--- config.mk ---
export PLATFORM = sky130hd
export DESIGN_NAME = hazard_stall_unit
export DESIGN_NICKNAME = d
export VERILOG_FILES = /design/src/rtl/hazard_stall_unit.sv
export SDC_FILE = /design/constraint.sdc
export NUM_CORES = 1
export LEC_CHECK = 0
export ABC_AREA = 1
export BUFFER_PORTS_ARGS = -buffer_cell sky130_fd_sc_hd__buf_4
export CORE_UTILIZATION = 29
export CTS_BUF_LIST = sky130_fd_sc_hd__clkbuf_8
export CTS_CLUSTER_SIZE = 24
export DETAILED_ROUTE_END_ITERATION = 10
export GPL_TIMING_DRIVEN = 0
export SLEW_MARGIN = 5
export SYNTH_ARGS = -nofsm -noshare
export SYNTH_HDL_FRONTEND = slang
export SYNTH_SLANG_ARGS = --single-unit
--- constraint.sdc ---
create_clock -name clk -period 3.7 [get_ports clk]
set_input_delay 0.74 -clock clk [delete_from_list [all_inputs] [get_ports clk]]
set_output_delay 0.74 -clock clk [all_outputs]
set_load 0.02 [all_outputs]
--- src/rtl/hazard_stall_unit.sv ---
// hazard_stall_unit
//
// Stall and bubble controller for the 5-stage RISC-V pipeline. It works
// alongside the EX-stage forwarding unit and handles the hazards that
// forwarding cannot resolve:
//   - load-use: a load result is never forwarded. A dependent instruction
//     is held in ID until the load reaches WB. The register file is
//     write-first, so ID reads the new value in that cycle.
//   - multi-cycle multiply: the front of the pipeline is frozen while a
//     multiply occupies EX for MULT_LATENCY cycles.
//
// Optional feature macro: HAZARD_STATS_EN
//   When defined, the unit has saturating stall-statistics counters.
//   When undefined, both counter outputs are tied to zero.
//
// Parameters:
//   MULT_LATENCY   cycles a multiply occupies EX (legal range 1..16)
//
// Ports:
//   clk, rst                         clock, synchronous active-high reset
//   rs1_ID, rs2_ID                   source registers of the ID instruction
//   uses_rs1_ID, uses_rs2_ID         ID instruction really reads rs1 / rs2
//   rd_ID_EX, reg_write_EX,
//   mem_2_reg_EX                     destination / write / load flag in EX
//   rd_EX_MEM, reg_write_MEM,
//   mem_2_reg_MEM                    destination / write / load flag in MEM
//   mult_EX                          a valid multiply is in EX
//   pc_en, if_id_en, id_ex_en        pipeline register write enables
//   id_ex_bubble, ex_mem_bubble      load a NOP into ID/EX or EX/MEM
//   mult_start                       one-cycle pulse that starts the multiplier
//   mult_busy                        multiplier result is not ready yet
//   load_stall_cnt, mult_stall_cnt   stall statistics (zero when disabled)

module hazard_stall_unit #(
    parameter int MULT_LATENCY = 3
) (
    input  logic        clk,
    input  logic        rst,
    input  logic [4:0]  rs1_ID,
    input  logic [4:0]  rs2_ID,
    input  logic        uses_rs1_ID,
    input  logic        uses_rs2_ID,
    input  logic [4:0]  rd_ID_EX,
    input  logic        reg_write_EX,
    input  logic        mem_2_reg_EX,
    input  logic [4:0]  rd_EX_MEM,
    input  logic        reg_write_MEM,
    input  logic        mem_2_reg_MEM,
    input  logic        mult_EX,
    output logic        pc_en,
    output logic        if_id_en,
    output logic        id_ex_en,
    output logic        id_ex_bubble,
    output logic        ex_mem_bubble,
    output logic        mult_start,
    output logic        mult_busy,
    output logic [31:0] load_stall_cnt,
    output logic [31:0] mult_stall_cnt
);

    typedef enum logic {
        IDLE = 1'b0,
        BUSY = 1'b1
    } state_t;

    // A single-cycle multiply needs no freeze, so no BUSY phase.
    localparam bit LONG_MULT = (MULT_LATENCY >= 2);

    // The entry cycle and the release cycle are not counted in BUSY, so the
    // counter starts at L-2.
    localparam logic [3:0] CNT_LOAD = LONG_MULT ? 4'(MULT_LATENCY - 2) : 4'd0;

    state_t     r_state;
    logic [3:0] r_cnt;

    logic w_match_ex;
    logic w_match_mem;
    logic w_load_hazard;
    logic w_mult_stall;

    // x0 is hardwired to zero, so a write to it can never create a dependency.
    assign w_match_ex  = (rd_ID_EX != 5'd0) &&
                         ((uses_rs1_ID && (rs1_ID == rd_ID_EX)) ||
                          (uses_rs2_ID && (rs2_ID == rd_ID_EX)));
    assign w_match_mem = (rd_EX_MEM != 5'd0) &&
                         ((uses_rs1_ID && (rs1_ID == rd_EX_MEM)) ||
                          (uses_rs2_ID && (rs2_ID == rd_EX_MEM)));

    // A load in either EX or MEM blocks its consumer. One combined term is
    // enough, because the stall holds until both loads have left MEM.
    assign w_load_hazard = (reg_write_EX  && mem_2_reg_EX  && w_match_ex) ||
                           (reg_write_MEM && mem_2_reg_MEM && w_match_mem);

    // The freeze covers the IDLE entry cycle and every BUSY cycle except the
    // final release cycle (cnt = 0).
    assign w_mult_stall = ((r_state == IDLE) && mult_EX && LONG_MULT) ||
                          ((r_state == BUSY) && (r_cnt != 4'd0));

    // Output decode. A multiply freeze has priority over a load hazard.
    // ID/EX is frozen during the freeze, so no bubble is needed, and the
    // load hazard is checked again on the release cycle.
    always_comb begin
        pc_en         = 1'b1;
        if_id_en      = 1'b1;
        id_ex_en      = 1'b1;
        id_ex_bubble  = 1'b0;
        ex_mem_bubble = 1'b0;
        mult_start    = 1'b0;
        mult_busy     = 1'b0;
        if (!rst) begin
            mult_start = (r_state == IDLE) && mult_EX;
            if (w_mult_stall) begin
                pc_en         = 1'b0;
                if_id_en      = 1'b0;
                id_ex_en      = 1'b0;
                ex_mem_bubble = 1'b1;
                mult_busy     = 1'b1;
            end else if (w_load_hazard) begin
                pc_en        = 1'b0;
                if_id_en     = 1'b0;
                id_ex_bubble = 1'b1;
            end
        end
    end

    // Multiply sequencer. In BUSY, mult_EX is ignored because the same
    // multiply is still in EX. A following multiply is detected in IDLE,
    // one cycle after the release cycle has moved it into EX. Reset aborts
    // a multiply that is in progress.
    always_ff @(posedge clk) begin
        if (rst) begin
            r_state <= IDLE;
            r_cnt   <= 4'd0;
        end else begin
            case (r_state)
                IDLE: begin
                    if (mult_EX && LONG_MULT) begin
                        r_state <= BUSY;
                        r_cnt   <= CNT_LOAD;
                    end
                end
                BUSY: begin
                    if (r_cnt != 4'd0) begin
                        r_cnt <= r_cnt - 4'd1;
                    end else begin
                        r_state <= IDLE;
                    end
                end
                default: begin
                    r_state <= IDLE;
                    r_cnt   <= 4'd0;
                end
            endcase
        end
    end

`ifdef HAZARD_STATS_EN
    logic [31:0] r_load_stall_cnt;
    logic [31:0] r_mult_stall_cnt;
    logic        w_load_stall_cycle;

    // Count a load stall only when the load hazard is really the cause.
    // A cycle frozen by a multiply counts as a multiply stall.
    assign w_load_stall_cycle = w_load_hazard && !w_mult_stall;

    // Saturating counters, so a long run never wraps back to small values.
    always_ff @(posedge clk) begin
        if (rst) begin
            r_load_stall_cnt <= 32'd0;
            r_mult_stall_cnt <= 32'd0;
        end else begin
            if (w_load_stall_cycle && (r_load_stall_cnt != 32'hFFFF_FFFF)) begin
                r_load_stall_cnt <= r_load_stall_cnt + 32'd1;
            end
            if (mult_busy && (r_mult_stall_cnt != 32'hFFFF_FFFF)) begin
                r_mult_stall_cnt <= r_mult_stall_cnt + 32'd1;
            end
        end
    end

    assign load_stall_cnt = r_load_stall_cnt;
    assign mult_stall_cnt = r_mult_stall_cnt;
`else
    assign load_stall_cnt = 32'd0;
    assign mult_stall_cnt = 32'd0;
`endif

endmodule

==> results of run 1 <==
logic make-up after synthesis:
logic type                 Yosys count
DFF                                  5
other                                1
and+or+nand+nor                    102
adders and majority gates            2
AOI/OAI and AO/OA                    8
buffers and inverters               95
state kept, by name, summed over array words and instances, names as in the netlist:
signal,count
r_state,1
r_cnt,4
power groups by stage:
stage,clock network [W],logic (W),registers (W)
detailed placement,0,0.000223,0.0000642
global placement,0,0.000222,0.0000641
floorplan,0,0.000174,0.0000633
finish,0.0000964,0.000226,0.0000635
global route,0.000104,0.000249,0.0000642
CTS,0.0000986,0.000224,0.0000634
metal layers:
layer / share of wire, % / up-vias / routed length [um] / GRT usage (%)
met3: 14 / 2 / 330 / 3.966
met1: 41 / 488 / 984 / 11.45
met4: 0.58 / 0 / 14 / 2.394
li1: - / 706 / - / -
met5: 0 / - / 0 / 0
met2: 45 / 66 / 1074 / 19.52
how the worst max path moves through the flow:
stage | to | slack, ps | cells past startpoint
2_1_floorplan | pc_en | 1180 | 8
6_report | pc_en | 1120 | 10
5_1_grt | pc_en | 970 | 10
3_3_place_gp | pc_en | 1110 | 10
3_5_place_dp | pc_en | 1110 | 10
4_1_cts | pc_en | 1100 | 10
layout make-up:
| class | count | area [um2] | area share, % |
|---|---|---|---|
| multi-input combinational | 176 | 732.0 | 40.51 |
| timing repair buffer | 35 | 262.8 | 14.54 |
| buffer | 66 | 495.5 | 27.42 |
| tap | 50 | 62.56 | 3.463 |
| sequential | 5 | 100.1 | 5.540 |
| inverter | 29 | 108.9 | 6.025 |
| clock buffer | 3 | 41.29 | 2.285 |
| clock inverter | 1 | 3.754 | 0.2078 |
cells in the final DEF (no fill, tap or decap):
master and instances:
sky130_fd_sc_hd__conb_1 64, sky130_fd_sc_hd__clkbuf_8 3, sky130_fd_sc_hd__inv_2 9, sky130_fd_sc_hd__nand2_1 65, sky130_fd_sc_hd__nor3b_2 1, sky130_fd_sc_hd__o21bai_1 1
sky130_fd_sc_hd__dfxtp_1 5, sky130_fd_sc_hd__inv_1 21, sky130_fd_sc_hd__o21ai_2 1, sky130_fd_sc_hd__ha_1 2, sky130_fd_sc_hd__nor3_1 2, sky130_fd_sc_hd__nor3_2 1
sky130_fd_sc_hd__nand2_2 1, sky130_fd_sc_hd__nor2_1 21, sky130_fd_sc_hd__nand3_1 8, sky130_fd_sc_hd__a21oi_1 4, sky130_fd_sc_hd__nor2_2 1, sky130_fd_sc_hd__or2_1 1
sky130_fd_sc_hd__buf_4 101, sky130_fd_sc_hd__nand4_1 1, sky130_fd_sc_hd__o21ai_0 2
per-stage QoR:
step | instances | cell area [um2] | setup slack, ps | utilization, % | power [W]
final | 365 | 1807 | 1124 | 45.17 | 0.0003854
after global routing | 365 | 1807 | 965.1 | 45.17 | 0.0004175
after detailed placement | 361 | 1762 | 1106 | 44.04 | 0.0002875
after floorplan | 276 | 1436 | 1177 | - | 0.0002376
after CTS | 365 | 1807 | 1105 | 45.17 | 0.0003860
after global placement | 361 | 1762 | 1107 | 44.04 | 0.0002863
critical path, stage by stage:
cell and delay [ps]:
sky130_fd_sc_hd__buf_4 130, sky130_fd_sc_hd__nor3_1 200, sky130_fd_sc_hd__nand3_1 90, sky130_fd_sc_hd__nand3_1 80, sky130_fd_sc_hd__inv_1 40, sky130_fd_sc_hd__nand2_1 50
sky130_fd_sc_hd__nand2_1 70, sky130_fd_sc_hd__o21bai_1 170, sky130_fd_sc_hd__buf_4 130, sky130_fd_sc_hd__buf_4 120
==> summary.md, run 1 <==
The worst-case hold slack was 474.8 ps; the fraction of registers with async set/reset was 0%. Counting along the longest clock path gives a buffer depth of 2. The highest ir drop seen on vdd came out at 0.1012 mV.

The biggest area consumer among synthesized cells is sky130_fd_sc_hd__buf_4. By area, the combinational part of the netlist is dominated by buffers and inverters. In the final design database the tool counted 347 nets. Once the clock tree was built, the resizer swapped 0 gates to a different size. The register bit count reported by yosys was 5. The combinational power share is 58.5%. TritonCTS built the clock tree.

The path category of the worst min-delay check was flip-flop to flip-flop. Counting cells, the worst reg-to-reg path comes to 7. The commonest cells after synthesis are 66 x sky130_fd_sc_hd__buf_4, 65 x sky130_fd_sc_hd__nand2_1, 21 x sky130_fd_sc_hd__nor2_1. The die outline height was 66.33 um. Wire length after detailed routing: 2403 um. The worst hold path begins at r_cnt[1]. The detailed router placed 1262 vias in this run. Clock network fraction of total power: 25.0%.

Dividing the detail-routed wire length by the instance count gives 6.584 um. The first global-routing pass estimated 3732 um of wire. For this design the top-level I/O count stands at 100. The number of global-route vias before repair was 1010. The tools report the number of antenna violations at the first check in global routing as 0. The number of different library cells used by synthesis comes to 20. In this run the critical register-to-register path is captured at r_cnt[3]. The max-slew violation count is 0.

Of all nets on the critical path, the largest fanout is 4. Entering global routing, the biggest net connects 8 pins. Dividing the detail-routed via count by the number of cells gives 3.458. The CTS buffer count is 3, and the number of flops mapped to enable cells by yosys is 0. The switching power total came out at 0.0001570 W. The number of remaining DRC errors was 0; the final-report setup violation count was 0.

For the worst setup path, the data arrival time is 1840 ps. Setup repair after global routing left no endpoint under its margin. After the first detailed-routing iteration, the DRC count stood at 31. The final hold violation count came out at 0. Of the total power, registers draw 16.5%. The share of the cycle needed by the critical path after routing is 69.62%. The relative area change from synthesis to final layout was 50.57%; the count of max-cap constraint violations was 0. In this run the power density over the cells is 213.3 nW/um2. The die covers 4399 um2. sky130_fd_sc_hd__buf_4 is the most common cell in the netlist. The total number of yosys warnings is 0, and the placed wire-length estimate is 2251 um. The switching share of power came out at 40.73%. For the routability congestion estimate from global placement, the log shows 0.8147. The core region is 4000 um2.

The worst setup path is captured at an output port. The filler cells instantiated in the layout total 423. In this run, post-CTS hold repair placed 0 buffers. Nature of the critical path startpoint: an input port. The post-synthesis cell area was 1200 um2. In this run the critical register-to-register path is launched from r_cnt[0].

The total negative slack for setup checks is 0 ps. Summed over all cells, the static leakage comes to 1.219 nW. The path with the worst hold slack has its endpoint at r_cnt[1]. Once the floorplan was initialized, standard cells occupied 30.00% of the core. For the finished layout, the period the worst path requires is 2576 ps. Static timing analysis puts the maximum clock frequency at 388.2 MHz.

0 antenna diodes ended up in the layout. In the synthesized netlist, mux cells make up 0% of the area. The internal power contribution was 0.0002284 W.

The average instance in the mapped netlist occupies 5.633 um2. The chip width was 66.33 um. The share of the yosys chip area belonging to registers was 8.342%; the internal reg-to-reg setup slack was 2440 ps. Summing the areas of all fa, ha and maj instances in the mapped netlist gives 2.086% of the synthesized area. Among all flip-flop cells after synthesis, the most frequent one is sky130_fd_sc_hd__dfxtp_1.

By area the synthesized netlist is led by sky130_fd_sc_hd__buf_4 41%, sky130_fd_sc_hd__nand2_1 20%, sky130_fd_sc_hd__dfxtp_1 8.3%, sky130_fd_sc_hd__nor2_1 6.6%, sky130_fd_sc_hd__inv_1 6.3%. Across every metal layer, demand over resource in global routing totals 10.65%. The worst hold path was traced through 2 stages. Summed over all layers, the global routing overflow is 0. The run gives 1 as the count of H-tree levels built during CTS.

The clock latency on the worst-skew pair is 220 ps. The critical path starts at rd_EX_MEM[2]. Share of cells above drive strength 1: 37.46%. Clock tree synthesis selected as its root buffer the cell sky130_fd_sc_hd__clkbuf_8.

Summing the areas of all xor and xnor instances in the mapped netlist gives 0% of the synthesized area. The clock arrives with 0.06882 ps of skew. In this run the tool buffered the top-level ports with 35 buffer cells. Counting every sink on the clock net gives 5. The area fraction in and, or, nand and nor cells after synthesis is 35.04%.

The critical path in this run is classified as input port to output port. The share of synthesized area in the top cell type comes to 41.29%. The detailed-router iteration count before antenna repair was 4; the required time reported for the critical path endpoint was 2960 ps. In the synthesized netlist, the number of instances is 213.

Summing the areas of all compound-gate instances in the mapped netlist gives 3.858% of the synthesized area. The flow ran to the end, and the final reports show no timing, DRC or antenna violations. Once the clock tree was built, the setup fixing pass inserted 0 buffers.

Once detail routing completed, the nets flagged for antenna violations numbered 0. The floorplan has 23 rows. Clock transition at the register clock pins on the worst setup and hold paths after CTS: 30 ps.
Note: power is estimated with default switching activity, not from simulation.
==> run 2: changes to the inputs <==
--- a/config.mk
+++ b/config.mk
@@ -5,13 +5,14 @@
 export SDC_FILE = /design/constraint.sdc
 export NUM_CORES = 1
 export LEC_CHECK = 0
-export ABC_AREA = 1
+export ABC_AREA = 0
 export BUFFER_PORTS_ARGS = -buffer_cell sky130_fd_sc_hd__buf_4
 export CORE_UTILIZATION = 29
 export CTS_BUF_LIST = sky130_fd_sc_hd__clkbuf_8
 export CTS_CLUSTER_SIZE = 24
 export DETAILED_ROUTE_END_ITERATION = 10
 export GPL_TIMING_DRIVEN = 0
+export PLACE_DENSITY = 0.69
 export SLEW_MARGIN = 5
 export SYNTH_ARGS = -nofsm -noshare
 export SYNTH_HDL_FRONTEND = slang
==> constraint.sdc (replaced) <==
create_clock -name clk -period 2.3 [get_ports clk]
set_input_delay 0.46 -clock clk [delete_from_list [all_inputs] [get_ports clk]]
set_output_delay 0.46 -clock clk [all_outputs]
set_load 0.02 [all_outputs]
==> run 2 against run 1 <==
  * Final area decreased by 5.1%
  * Sequential power is 61% higher
  * First-iteration DRC count down 16%
  * Non-clock buffer count increased by 4
  * Flip-flop and latch count did not move
  * Total power rose by 62%
  * Critical path depth shrank 3
  * Core utilization rose by 5.4 points
  * Hold slack better by 39 ps
  * Critical endpoint unchanged
==> summary.md, run 2 <==
Setup repair after global routing could not meet its margin everywhere. In the synthesized netlist the dominant register cell turns out to be sky130_fd_sc_hd__dfxtp_1. The clock sink count came out at 5. STA classifies the critical path startpoint as an input port. The worst hold path belongs to the class flip-flop to flip-flop.

The run gives 3 as the detailed-router iteration count before antenna repair. The biggest area contributor in the post-synthesis netlist is sky130_fd_sc_hd__buf_4. In the layout the commonest cells are 98 x sky130_fd_sc_hd__buf_4, 64 x sky130_fd_sc_hd__conb_1, 21 x sky130_fd_sc_hd__xnor2_1, 6 x sky130_fd_sc_hd__nor2_1. The post-synthesis cell area was 1036 um2; the final net count was 271. Worst-case hold slack: 513.8 ps. On the critical path, the stage with the largest delay is an instance of sky130_fd_sc_hd__or3_4. Share of cells above drive strength 1: 48.12%. For the wire length of the first global-routing pass, the log shows 3105 um.

For the worst setup slack before clock tree synthesis, the log shows -54.40 ps. The number of remaining DRC errors was 0; the number of routed nets with antenna violations was 0. After clock tree synthesis, the clock-pin slew on the worst setup and hold paths is 30 ps. The time the worst path needs with I/O delays and setup works out to 2279 ps. By count the netlist is led by 66 x sky130_fd_sc_hd__buf_4, 21 x sky130_fd_sc_hd__xnor2_1, 6 x sky130_fd_sc_hd__nor2_1. The cell count after synthesis came out at 134.

The tools report the wire length after detailed routing as 2127 um. In the final layout, the registers with the most flip-flops are r_cnt x4, r_state x1. The count of buffers inserted at the top-level ports was 34.

The tools report the area of the placeable core as 3390 um2. The die outline area came out at 3816 um2. The run gives 9.662% as the share of the yosys chip area belonging to registers. The site row count came out at 21. The run gives 10.95% as the global-route total usage across every layer.

In the post-synthesis netlist, the biggest area contributors are sky130_fd_sc_hd__buf_4 48%, sky130_fd_sc_hd__xnor2_1 18%, sky130_fd_sc_hd__dfxtp_1 9.7%, sky130_fd_sc_hd__ha_1 2.4%, sky130_fd_sc_hd__nand4_1 2.4%. No sink is reached through more buffers than the 2 on the longest clock path. In this run, synthesis inferred 0 flip-flops with an integrated enable. For this design the top-level I/O count stands at 100. The endpoint identified for the worst register-to-register timing path is r_cnt[3]. CTS placed an instance of sky130_fd_sc_hd__clkbuf_8 at the clock tree root. Required time reported for the critical path endpoint: 1840 ps.

From bottom edge to top edge, the die measures 61.77 um. The floorplan step set the die width to 61.77 um. The path depth of the worst reg2reg path is 8, and the count of max-cap constraint violations is 0.

TritonCTS built the clock tree. The tools report the sequential cell area in the final layout as 100.1 um2. Clock latency on the worst-skew pair, taken at its later pin, is 220 ps. The clock arrives with 1.436 ps of skew. Number of filler instances in the final layout: 338.

The tools report the via count as 930. The number of cells traversed by the worst hold path works out to 2. The final hold violation count is 0. The most frequent standard cell in the layout excluding fill and tap cells was sky130_fd_sc_hd__buf_4.

For the largest net degree at the start of global routing, the log shows 10. The tools report the launch point of the worst hold path as r_cnt[0]. In this design, the critical path's most frequently occurring cell is sky130_fd_sc_hd__buf_6.

The share of the cycle needed by the critical path after routing was 99.08%; the number of global-route vias before repair was 798. The total number of yosys warnings is 0. The largest stage delay on the critical path was 370 ps.

Counting flops and latches in the post-synthesis netlist gives 5. In the post-route analysis, the smallest setup slack over all paths is 21.17 ps. The most frequent cell after synthesis is sky130_fd_sc_hd__buf_4.

After detailed routing, the average wire length per cell comes to 7.463 um. Top cell type's share of synthesized area: 47.83%. The flip-flop count of the largest register, all copies and words added works out to 4. In the routed layout, each cell is associated on average with a via count of 3.263. The starting DRC count in detailed routing is 26. The unique cell type count in the Yosys netlist was 26; the highest ir drop seen on vdd was 0.1164 mV. After legalization and detailed placement, the total HPWL measured 1870 um. The source of the worst register-to-register timing path is r_cnt[0]. The worst setup path is captured at an output port.

Setup violations remaining at the end of the flow were counted as 0. Dividing the synthesized area by the synthesized cell count gives 7.731 um2. The analysis attributes to cell leakage a power of 0.9592 nW. For hold timing, the worst endpoint is r_cnt[0]. The tools report the fmax as 438.8 MHz. The CTS buffer count was 3. The flow ran to the end, and the final reports show no timing, DRC or antenna violations. 0 antenna diodes ended up in the layout. For this configuration, the core starts out at a cell density of 30.56%. Dividing total power by cell area gives a power density of 364.5 nW/um2. The register with the most flip-flops in the final layout is r_cnt.

The relative area change from synthesis to final layout is 65.58%. The start-to-end type of the worst setup path is input port to output port. The total overflow left after global routing is 0. For the routability congestion estimate from global placement, the log shows 0.7315. Kind of cell adding the most delay to the critical path: compound AO/OA/AOI/OAI gates. Counting flops with an async set or reset pin after synthesis yields a share of 0%. Together, buffers and inverters on the worst path number 3. The maximum fanout along the worst path is 2. The number of antenna violations at the first check in global routing was 0; the critical path arrival was 1820 ps. For flop-to-flop paths, the worst setup slack is 620 ps.

Adding up every negative setup slack in the final design gives 0 ps. Traced cell by cell, the critical path runs through buf_8 > or3_4 > o311a_1 > a22oi_2 > a21o_1 > buf_6 > buf_6. The tools report the count of H-tree levels built during CTS as 1. Summing all multi-input logic gate instances after layout gives 686.9 um2. The run gives 0 as the max-slew violation count.
## run 2: changes by cell type after synthesis, moves of 7 or more
cell / change
sky130_fd_sc_hd__nand2_1: -60
sky130_fd_sc_hd__xnor2_1: +21
sky130_fd_sc_hd__inv_1: -17
sky130_fd_sc_hd__nor2_1: -15
sky130_fd_sc_hd__inv_2: -9
sky130_fd_sc_hd__nand3_1: -7
## run 2: kinds of logic after synthesis
group,synth area share (%)
AO/OA/AOI/OAI,7.247
XOR/XNOR,18.60
adder cells (fa/ha/maj),2.415
buffers and inverters,49.28
flip-flops,9.662
other,0.3620
AND/OR/NAND/NOR,12.44
## run 2: power by group
part	internal [W]	switching (W)
Sequential	0.0000947	0.00000715
Combinational	0.000181	0.000187
Clock	0.000114	0.0000411
## run 2: how the worst max path moves through the flow
stage	startpoint	endpoint	slack [ps]	cells after the start
6_report	rd_EX_MEM[2]	pc_en	20	7
4_1_cts	rd_EX_MEM[2]	pc_en	-10	7
2_1_floorplan	rd_EX_MEM[0]	pc_en	120	5
3_5_place_dp	rd_EX_MEM[0]	pc_en	-50	7
3_3_place_gp	rd_EX_MEM[0]	pc_en	-50	7
5_1_grt	rd_EX_MEM[2]	pc_en	-60	7
## run 2: metrics by stage
step	cells	instance area (um2)	power (W)	utilization, %
finish	285	1715	0.0006252	50.61
global route	285	1715	0.0006740	50.61
CTS	282	1664	0.0006113	49.10
detailed placement	277	1585	0.0004422	46.77
global placement	277	1585	0.0004403	46.77
floorplan	197	1272	0.0003675	-
## run 2: repair_timing
action                                 CTS  global route
endpoints found under the hold margin    0             0
buffers inserted                         1             3
hold buffers                             0             0
setup endpoints to repair                3             6
pin swaps                                5             6
resized for setup                        6             9
## run 2: metal layers
metal | GRT usage [%] | wire, um
met5 | 0 | 0
met1 | 10.36 | 707
met2 | 21.35 | 1135
met4 | 5.397 | 26
met3 | 3.106 | 257
## run 2: final cells by class
class / count / share of cell area (%)
Sequential cell: 5 / 5.835
Buffer: 67 / 29.32
Multi-Input combinational cell: 122 / 40.04
Inverter: 3 / 0.6565
Tap cell: 46 / 3.355
Clock buffer: 3 / 2.407
Timing Repair Buffer: 38 / 18.16
Clock inverter: 1 / 0.2188
## run 2: worst register-to-register path, cell delays in order, from the launching register on
cell and delay, ps:
sky130_fd_sc_hd__dfxtp_1 310, sky130_fd_sc_hd__inv_2 80, sky130_fd_sc_hd__ha_1 150, sky130_fd_sc_hd__or3b_4 410
sky130_fd_sc_hd__a21oi_4 230, sky130_fd_sc_hd__buf_4 140, sky130_fd_sc_hd__nor4_1 40, sky130_fd_sc_hd__xnor2_1 140
sky130_fd_sc_hd__nor3_1 60
